## src/rtl/alu_accum_seq.sv

```systemverilog
// Sequential accumulator ALU: WIDTH-bit accumulator combined with a latched operand
// under an OFF/READY/RUN/ERROR state machine. MUL is an iterative shift-add over WIDTH cycles.
module alu_accum_seq #(
  parameter int WIDTH = 8
) (
  input  logic             clk,
  input  logic             rst,
  input  logic             on_i,
  input  logic             load_i,
  input  logic             start_i,
  input  logic [2:0]       op_i,
  input  logic [WIDTH-1:0] a_i,
  input  logic [WIDTH-1:0] b_i,
  output logic [WIDTH-1:0] acc_o,
  output logic             busy_o,
  output logic             done_o,
  output logic             ovf_o,
  output logic [1:0]       state_o
);

  typedef enum logic [1:0] {
    S_OFF   = 2'b00,
    S_READY = 2'b01,
    S_RUN   = 2'b10,
    S_ERROR = 2'b11
  } state_t;

  localparam logic [2:0] OP_AND = 3'b000;
  localparam logic [2:0] OP_OR  = 3'b001;
  localparam logic [2:0] OP_XOR = 3'b010;
  localparam logic [2:0] OP_NOT = 3'b011;
  localparam logic [2:0] OP_ADD = 3'b100;
  localparam logic [2:0] OP_SUB = 3'b101;
  localparam logic [2:0] OP_MUL = 3'b110;
  localparam logic [2:0] OP_CLR = 3'b111;

  localparam int            CW   = $clog2(WIDTH + 1);
  localparam logic [CW-1:0] LAST = CW'(WIDTH - 1);

  state_t             state_q;
  logic [WIDTH-1:0]   acc_q;
  logic [2:0]         op_q;
  logic [WIDTH-1:0]   opnd_q;
  logic [2*WIDTH-1:0] prod_q;
  logic [CW-1:0]      cnt_q;
  logic               done_q;
  logic               ovf_q;

  logic [2*WIDTH-1:0] partial;
  logic [2*WIDTH-1:0] prod_d;
  logic [WIDTH:0]     add_w;
  logic [WIDTH:0]     sub_w;
  logic [WIDTH-1:0]   result;
  logic               res_ovf;
  logic               finish;

  // opnd_q doubles as the multiplier shift register; acc_q is the multiplicand and holds during RUN.
  always_comb begin
    partial = '0;
    if (opnd_q[0]) partial = {{WIDTH{1'b0}}, acc_q} << cnt_q;
    prod_d  = prod_q + partial;
    add_w   = {1'b0, acc_q} + {1'b0, opnd_q};
    sub_w   = {1'b0, acc_q} - {1'b0, opnd_q};
    result  = '0;
    res_ovf = 1'b0;
    finish  = 1'b1;
    case (op_q)
      OP_AND: result = acc_q & opnd_q;
      OP_OR:  result = acc_q | opnd_q;
      OP_XOR: result = acc_q ^ opnd_q;
      OP_NOT: result = ~acc_q;
      OP_ADD: begin
        result  = add_w[WIDTH-1:0];
        res_ovf = add_w[WIDTH];
      end
      OP_SUB: begin
        result  = sub_w[WIDTH-1:0];
        res_ovf = sub_w[WIDTH];
      end
      OP_MUL: begin
        result  = prod_d[WIDTH-1:0];
        res_ovf = |prod_d[2*WIDTH-1:WIDTH];
        finish  = (cnt_q == LAST);
      end
      OP_CLR: result = '0;
      default: result = '0;
    endcase
  end

  always_ff @(posedge clk or posedge rst) begin
    if (rst) begin
      state_q <= S_OFF;
      acc_q   <= '0;
      op_q    <= OP_AND;
      opnd_q  <= '0;
      prod_q  <= '0;
      cnt_q   <= '0;
      done_q  <= 1'b0;
      ovf_q   <= 1'b0;
    end else begin
      done_q <= 1'b0;
      if (!on_i) begin
        state_q <= S_OFF;
      end else begin
        case (state_q)
          S_OFF: state_q <= S_READY;
          S_READY: begin
            if (load_i) begin
              acc_q <= a_i;
              ovf_q <= 1'b0;
            end else if (start_i) begin
              op_q    <= op_i;
              opnd_q  <= b_i;
              prod_q  <= '0;
              cnt_q   <= '0;
              ovf_q   <= 1'b0;
              state_q <= S_RUN;
            end
          end
          S_RUN: begin
            if (finish) begin
              acc_q  <= result;
              done_q <= 1'b1;
              if (res_ovf) begin
                ovf_q   <= 1'b1;
                state_q <= S_ERROR;
              end else begin
                state_q <= S_READY;
              end
            end else begin
              prod_q <= prod_d;
              opnd_q <= opnd_q >> 1;
              cnt_q  <= cnt_q + CW'(1);
            end
          end
          S_ERROR: state_q <= S_READY;
          default: state_q <= S_OFF;
        endcase
      end
    end
  end

  assign acc_o   = acc_q;
  assign busy_o  = (state_q == S_RUN);
  assign done_o  = done_q;
  assign ovf_o   = ovf_q;
  assign state_o = state_q;

endmodule

```

## config.mk

```make
export PLATFORM = sky130hd
export DESIGN_NAME = alu_accum_seq
export DESIGN_NICKNAME = d
export VERILOG_FILES = /design/src/rtl/alu_accum_seq.sv
export SDC_FILE = /design/constraint.sdc
export NUM_CORES = 1
export LEC_CHECK = 0
export CAP_MARGIN = 20
export CORE_UTILIZATION = 55
export DETAILED_ROUTE_END_ITERATION = 8
export PLACE_DENSITY = 0.84
export SYNTH_ARGS = -nofsm -noshare
export SYNTH_HDL_FRONTEND = slang
export SYNTH_SLANG_ARGS = --single-unit
```

## constraint.sdc

```tcl
create_clock -name clk -period 4.5 [get_ports clk]
set_clock_uncertainty 0.15 [all_clocks]
set_input_delay 0.675 -clock clk [delete_from_list [all_inputs] [get_ports clk]]
set_output_delay 0.675 -clock clk [all_outputs]
set_load 0.1 [all_outputs]
```

; ---- Word-level counts from Yosys, hierarchy flattened
; Cells that the tools add are included.
[totals]
register_bits = 43
input_bits = 24
output_inout_bits = 13
wordCells = 82
[classes]
n_addsub = 4
n_eq_ne = 21
shifts = 1
n_mux = 33
bitwise = 5
n_reduce_logical = 10
[ops]
columns = operator, count
row1 = $mux W16, 4
row2 = $pmux W8 S8, 1
row3 = $mux W8, 5
row4 = $pmux W16 S2, 1
row5 = $pmux W8 S2, 2
row6 = $add A16 B16 Y16, 1
row7 = $shl A8 B4 Y16, 1
row8 = $eq A3 B3 Y1 const B, 4
row9 = $mux W4, 3
row10 = $mux W2, 5
row11 = $reduce_and A5 Y1, 2
row12 = $add A8 B8 Y9, 1
row13 = $ne A3 B3 Y1 const B, 3
row14 = $sub A8 B8 Y9, 1
row15 = $and A8 B8 Y8, 1
row16 = $mux W1, 8
row17 = $ne A2 B2 Y1 const B, 4
row18 = $not A8 Y8, 1
row19 = $or A8 B8 Y8, 1
row20 = $pmux W4 S2, 1
row21 = $reduce_and A4 Y1, 2
row22 = $reduce_or A8 Y1, 1
row23 = $xor A8 B8 Y8, 1
row24 = $eq A3 B2 Y1 const B, 2
row25 = 16 further kinds, 18

; ---- Longest topological paths before layout
; Gate-level depths: netlist of run 1.
[logic_depth]
ltp_word = 9
mapped_depth = 19
ltp_nobuf = 17

; ---- Worst setup path after synthesis of run 1
; OpenSTA, ideal clock, no wires.
[synth_timing]
path_type = register to register
startpoint = register acc_q[4], in the netlist acc_o[4]
endpoint = register ovf_q, in the netlist ovf_o
setup_ns = 0.136
arrival_time_ns = 3.705
required_time_ns = 4.214
path_slack_ns = 0.509
path_stages_with_launch = 17
path_buffers = 0
synth_period_minus_slack_ns = 3.991
path_cell_list = dfrtp_1 -> inv_1 -> nor2_1 -> a21oi_1 -> mux2i_1 -> nand2_1 -> o21a_1 -> nor2_1 -> ha_1 -> and3_1 -> a221oi_2 -> o21ai_1 -> a311o_1 -> a21oi_2 -> xnor2_1 -> nor4_2 -> o211ai_1
[synth_between]
elab_chain_len = 7
elab_cells_between_ends = 9
classes_between = add/sub: 3 / eq/ne: 1 / shift: 1 / mux: 2 / reduce/logical: 2
[synth_rtl]
columns = element, line_no
row1 = from (decl), 41  ; logic [WIDTH-1:0] acc_q;
row2 = from (signal assigned), 109  ; acc_q <= a_i;
row3 = from (signal assigned), 122  ; acc_q <= result;
row4 = $shl A8 B4 Y16, 60  ; if (opnd_q[0]) partial = {{WIDTH{1'b0}}, acc_q} << cnt_q;
row5 = $mux W16, 60
row6 = $add A16 B16 Y16, 61  ; prod_d = prod_q + partial;
row7 = $reduce_or A8 Y1, 82  ; res_ovf = |prod_d[2*WIDTH-1:WIDTH];
row8 = $pmux W1 S3 *, 67  ; case (op_q)
row9 = $ne A2 B1 Y1 (no source line) *, -
row10 = $reduce_and A5 Y1 (no source line) *, -
row11 = to (signal assigned), 99  ; ovf_q <= 1'b0;
row12 = to (signal assigned), 110  ; ovf_q <= 1'b0;
row13 = to (signal assigned), 116  ; ovf_q <= 1'b0;
row14 = to (decl), 47  ; logic ovf_q;
; Mark *: on every way between the ends. The rest lies on a longest branch, timed or not.
; A chain may end at the register's enable or synchronous reset.

; ---- Worst setup path after layout of run 1
[layout_timing]
startpoint = register cnt_q[1]
endpoint = register ovf_q, in the netlist ovf_o
[layout_between]
elab_chain_len = 7
elab_cells_between_ends = 10
classes_between = add/sub: 1 / eq/ne: 3 / shift: 1 / mux: 3 / reduce/logical: 2
[layout_rtl]
columns = element, line_no
row1 = from (decl), 45  ; logic [CW-1:0] cnt_q;
row2 = from (signal assigned), 133  ; cnt_q <= cnt_q + CW'(1);
row3 = $shl A8 B4 Y16, 60
row4 = $mux W16, 60
row5 = $add A16 B16 Y16, 61
row6 = $reduce_or A8 Y1, 82
row7 = $pmux W1 S3, 67
row8 = $ne A2 B1 Y1 (no source line), -
row9 = $reduce_and A5 Y1 (no source line) *, -
; Marks and branches as above.

==> results.md, run 1 <==
Synthesis:
- After synthesis, the largest family of logic cells by area is compound AO/OA/AOI/OAI gates.
- Of the total synthesized cell area, the portion taken by AND, OR, NAND and NOR gates is 0.185.
- The xor/xnor share of the synthesized area is 0.0428.
- The number of library cell types mapped by synthesis is 60.
- The count of mapped cells out of synthesis is 501.
- The share of the Yosys chip area taken by registers is 0.263.
- The number of enable flip-flop cells after synthesis is 0.
- The fraction of the mapped netlist area in compound gates is 0.238.
- Synthesis inferred 43 register bits.
- The synthesized netlist net count is approximately 570.
- The mean instance size in the synthesized netlist is around 8.2 sq um.
- For this run, the leading register cell type out of synthesis is dfrtp_1.
- The post-synthesis mux area share is 0.0801.
- The post-synthesis instance area is approximately 4100 sq um.
- The share of synthesized registers carrying an async set or reset is 1.00.
- The post-synthesis share of cell area spent on full adders, half adders and majority gates is 0.137.
- The total of warnings raised by yosys is 0.

STA:
- For this run, the top clock speed supported by timing is 0.248 GHz.
- The headroom to the max-slew limit is 0.342.
- The final period demand of the worst path is a little over 4 ns.
- In the final timing run, aggregate negative setup slack is 0 ns.
- The final hold violation count is 0.
- Setup repair after global routing left no endpoint under its margin.
- Dividing the final minimum period by the clock period gives 0.896.
- The pin slew with the least headroom to its limit is slightly below 1 ns.
- Setup violations remaining at the end of the flow were counted as 0.
- The count of pins over their slew limit is 0.

Floorplan:
- The die covers about 8000 sq um.
- The floorplan has 31 rows.
- The floorplan step set the die width to 88.2 um.
- The starting density of the core is 0.567.
- The height of the die is approximately 88 um.
- The number of top-level pins is 37.
- The placeable core region is approximately 7000 sq um.

Cells and area:
- The final layout contains a little under 600 nets.
- For this run, the share of the core covered by cells in the final layout is 0.642.
- The share of post-route cells with drive strength above 1 is 0.0625.
- The area taken by multi-input logic gates is between 2000 and 3000 sq um.
- The area added between synthesis and finish is 13.2%.
- Summing all flip-flop and latch instances after layout gives between 1000 and 1500 sq um.
- The repair_antennas step left the layout with diodes totalling 0.
- After filler insertion, the fill cell instance count of the layout stands at between 600 and 700.

Run:
- Max-cap violations in this run came to 0.

Clocking:
- In this run the post-CTS setup repair buffer count came out at 0.
- In this run the deepest clock path goes through 2 buffers.
- The clock drives between 40 and 50 sinks.
- TritonCTS created 5 clock buffers.
- The TritonCTS clock tree is built.
- The clock latency reported for the late side of the worst-skew pair is ~0.3 ns.
- After clock tree synthesis, the flow added hold-fix buffers numbering 0.
- The post-cts sizing count is 0.
- The clock transition at the registers of the reported paths is about 0.09 ns.
- The CTS root buffer is clkbuf_8.
- In this run the number of H-tree levels came out at 2.

Place:
- Routability-driven placement finished with a final weighted congestion of 0.999.
- The count of input and output buffers is 36.
- Detailed placement finished with a half-perimeter wire length of roughly 8 mm.

Global route:
- The total global routing overflow is 0.
- The first-pass GRT wire length is 17.5 mm.
- Entering global routing, the biggest net connects 44 pins.
- The number of global-route vias before repair is roughly 3600.
- The initial antenna violation count was 0.
- The overall fraction of global-route tracks in use is 0.289.

Detailed routing:
- The total length of routed wires is between 10 and 15 mm.
- The total via count after detailed routing is between 3000 and 4000.
- For this run, design rule violations remaining after detail routing come to 0.
- The first detailed-routing pass took 6 iterations.
- The remaining antenna violation count after routing is 0.
- The average routed wire per standard cell is 17.0 um.
- Dividing the detail-routed via count by the number of cells gives a little over 6.
- The DRC violation total after the first TritonRoute iteration is between 200 and 250.

Critical path:
- The worst register-to-register path has a setup slack of about 0.47 ns.
- In this run the worst setup path terminates at ovf_o.
- The worst setup path is launched from a flop.
- Of all nets on the critical path, the largest fanout is 15.
- The critical path starts at cnt_q[1].
- The critical path in this run is classified as reg -> reg.
- The startpoint identified for the worst register-to-register timing path is cnt_q[1].
- The worst-case reg-to-reg path depth is 11.
- STA puts the critical path data arrival time at about 4.1 ns.
- The type of destination of the critical path is a flop.
- The worst register-to-register path ends at ovf_o.
- The required time reported for the critical path endpoint is 4.53 ns.

Run status:
- The flow ran to the end, and the final reports show no timing, DRC or antenna violations.

Worst hold path:
- The class of the most critical hold timing path is reg -> reg.

Power:
- The leakage power figure is about 0.0022 uW.
- The design draws 1610 uW.
- Dividing total power by cell area gives a power density of 348 nW/um^2.
- The maximum ir drop on the vdd rail is ~0.31 mV.
[worst min-delay path by stage]
stage / cells after the start / slack [ns] / startpoint / endpoint
finish: 2 / 0.37 / prod_q[2] / prod_q[2]
global route: 2 / 0.39 / prod_q[4] / prod_q[4]
CTS: 2 / 0.37 / prod_q[2] / prod_q[2]
detailed placement: 2 / 0.35 / prod_q[2] / prod_q[2]
global placement: 2 / 0.34 / prod_q[0] / prod_q[0]
floorplan: 2 / 0.32 / prod_q[0] / prod_q[0]
[through the flow]
stage                     setup WS (ns)  hold WS, ns  std cells  cell area, sq um
after global placement            0.533        0.339        617              4510
after floorplan                   0.509        0.324        501              4090
after CTS                         0.366        0.372        625              4600
final                             0.469        0.372        627              4630
after global routing              0.177        0.391        627              4630
after detailed placement          0.351        0.351        617              4510
[sequential cells by signal, summed over array words and instances, names as in the netlist]
register,count
acc_o,8
cnt_q,4
done_o,1
op_q,3
opnd_q,8
ovf_o,1
prod_q,16
state_o,2
[power breakdown]
| part | leakage [uW] | switching (uW) | internal (uW) | total [uW] |
|---|---|---|---|---|
| combinational | 0.00159 | 494 | 325 | 820 |
| clock | 0.0000412 | 145 | 109 | 254 |
| sequential | 0.000560 | 112 | 426 | 539 |
[cells in the mapped netlist, types with 7 or more instances]
master | n | area share
clkbuf_1 | 20 | 0.018
a31oi_1 | 8 | 0.012
xor2_1 | 8 | 0.017
a211oi_1 | 7 | 0.013
o21bai_1 | 8 | 0.015
xnor2_1 | 12 | 0.026
dfrtp_1 | 43 | 0.26
o21ai_0 | 35 | 0.043
a21oi_1 | 34 | 0.042
mux2i_1 | 17 | 0.042
nor3_1 | 7 | 0.0086
nand2_1 | 60 | 0.055
inv_1 | 35 | 0.032
nand3_1 | 26 | 0.032
ha_1 | 40 | 0.12
nor2_1 | 37 | 0.034
[placed cells by master (no fill, tap or decap), types with 4 or more instances in the layout]
cell             synthesis  final
nor2b_1                  5      5
dfrtp_1                 43     42
a211oi_1                 7      7
mux4_2                   6      6
o211ai_1                 5      5
o21bai_1                 8      8
or3_1                    6      6
a31oi_1                  8      8
clkbuf_8                 0      5
o21a_1                   4      4
a21o_1                   5      5
buf_4                    0      5
inv_1                   35     34
nor2_1                  37     37
nor3_1                   7      7
and2_1                   4      4
mux2i_1                 17     17
clkdlybuf4s50_1          0     35
o21ai_0                 35     35
xnor2_1                 12     12
o221ai_1                 5      5
o31ai_1                  5      5
ha_1                    40     40
o22ai_1                  5      5
nand2_1                 60     60
a21oi_1                 34     34
xor2_1                   8      8
nand3_1                 26     26
[final cells by class]
| type | count | share of cell area |
|---|---|---|
| flip-flops and latches | 43 | 0.233 |
| inverters | 35 | 0.0284 |
| clock inverters | 2 | 0.00270 |
| repair buffers | 42 | 0.0905 |
| clock buffers | 6 | 0.0157 |
| well taps | 99 | 0.0267 |
| multi-input cells | 400 | 0.603 |
[layer usage]
layer,part of all wire,wire [um],track usage
met4,0.011,117,0.0674
met1,0.43,4630,0.379
met5,0,0,0
met3,0.049,526,0.0336
met2,0.51,5410,0.510
[worst max-delay path, stage by stage, from the launching register on]
cell	delay [ns]
dfrtp_1	0.65
mux4_2	0.62
nor3b_1	0.18
ha_1	0.36
and3_1	0.24
a221oi_2	0.31
o21ai_1	0.17
a311o_1	0.38
a21oi_2	0.17
xnor2_1	0.11
nor4_2	0.41
o211ai_1	0.15
[logic make-up (layout without fill, tap and decap cells)]
logic type,Yosys count,after routing
and+or+nand+nor,163,163
AOI/OAI and AO/OA,149,149
buffers and inverters,58,85
adders and majority gates,43,43
DFF,43,43
muxes,25,25
xor gates and xnor gates,20,20
Note: power is estimated with default switching activity, not from simulation.
==> run 2: changes to the inputs <==
HOLD_SLACK_MARGIN = 0.05   (was unset)
==> results of run 2 <==
Same layout as run 1: the final DEF is identical, and so are final timing and power.
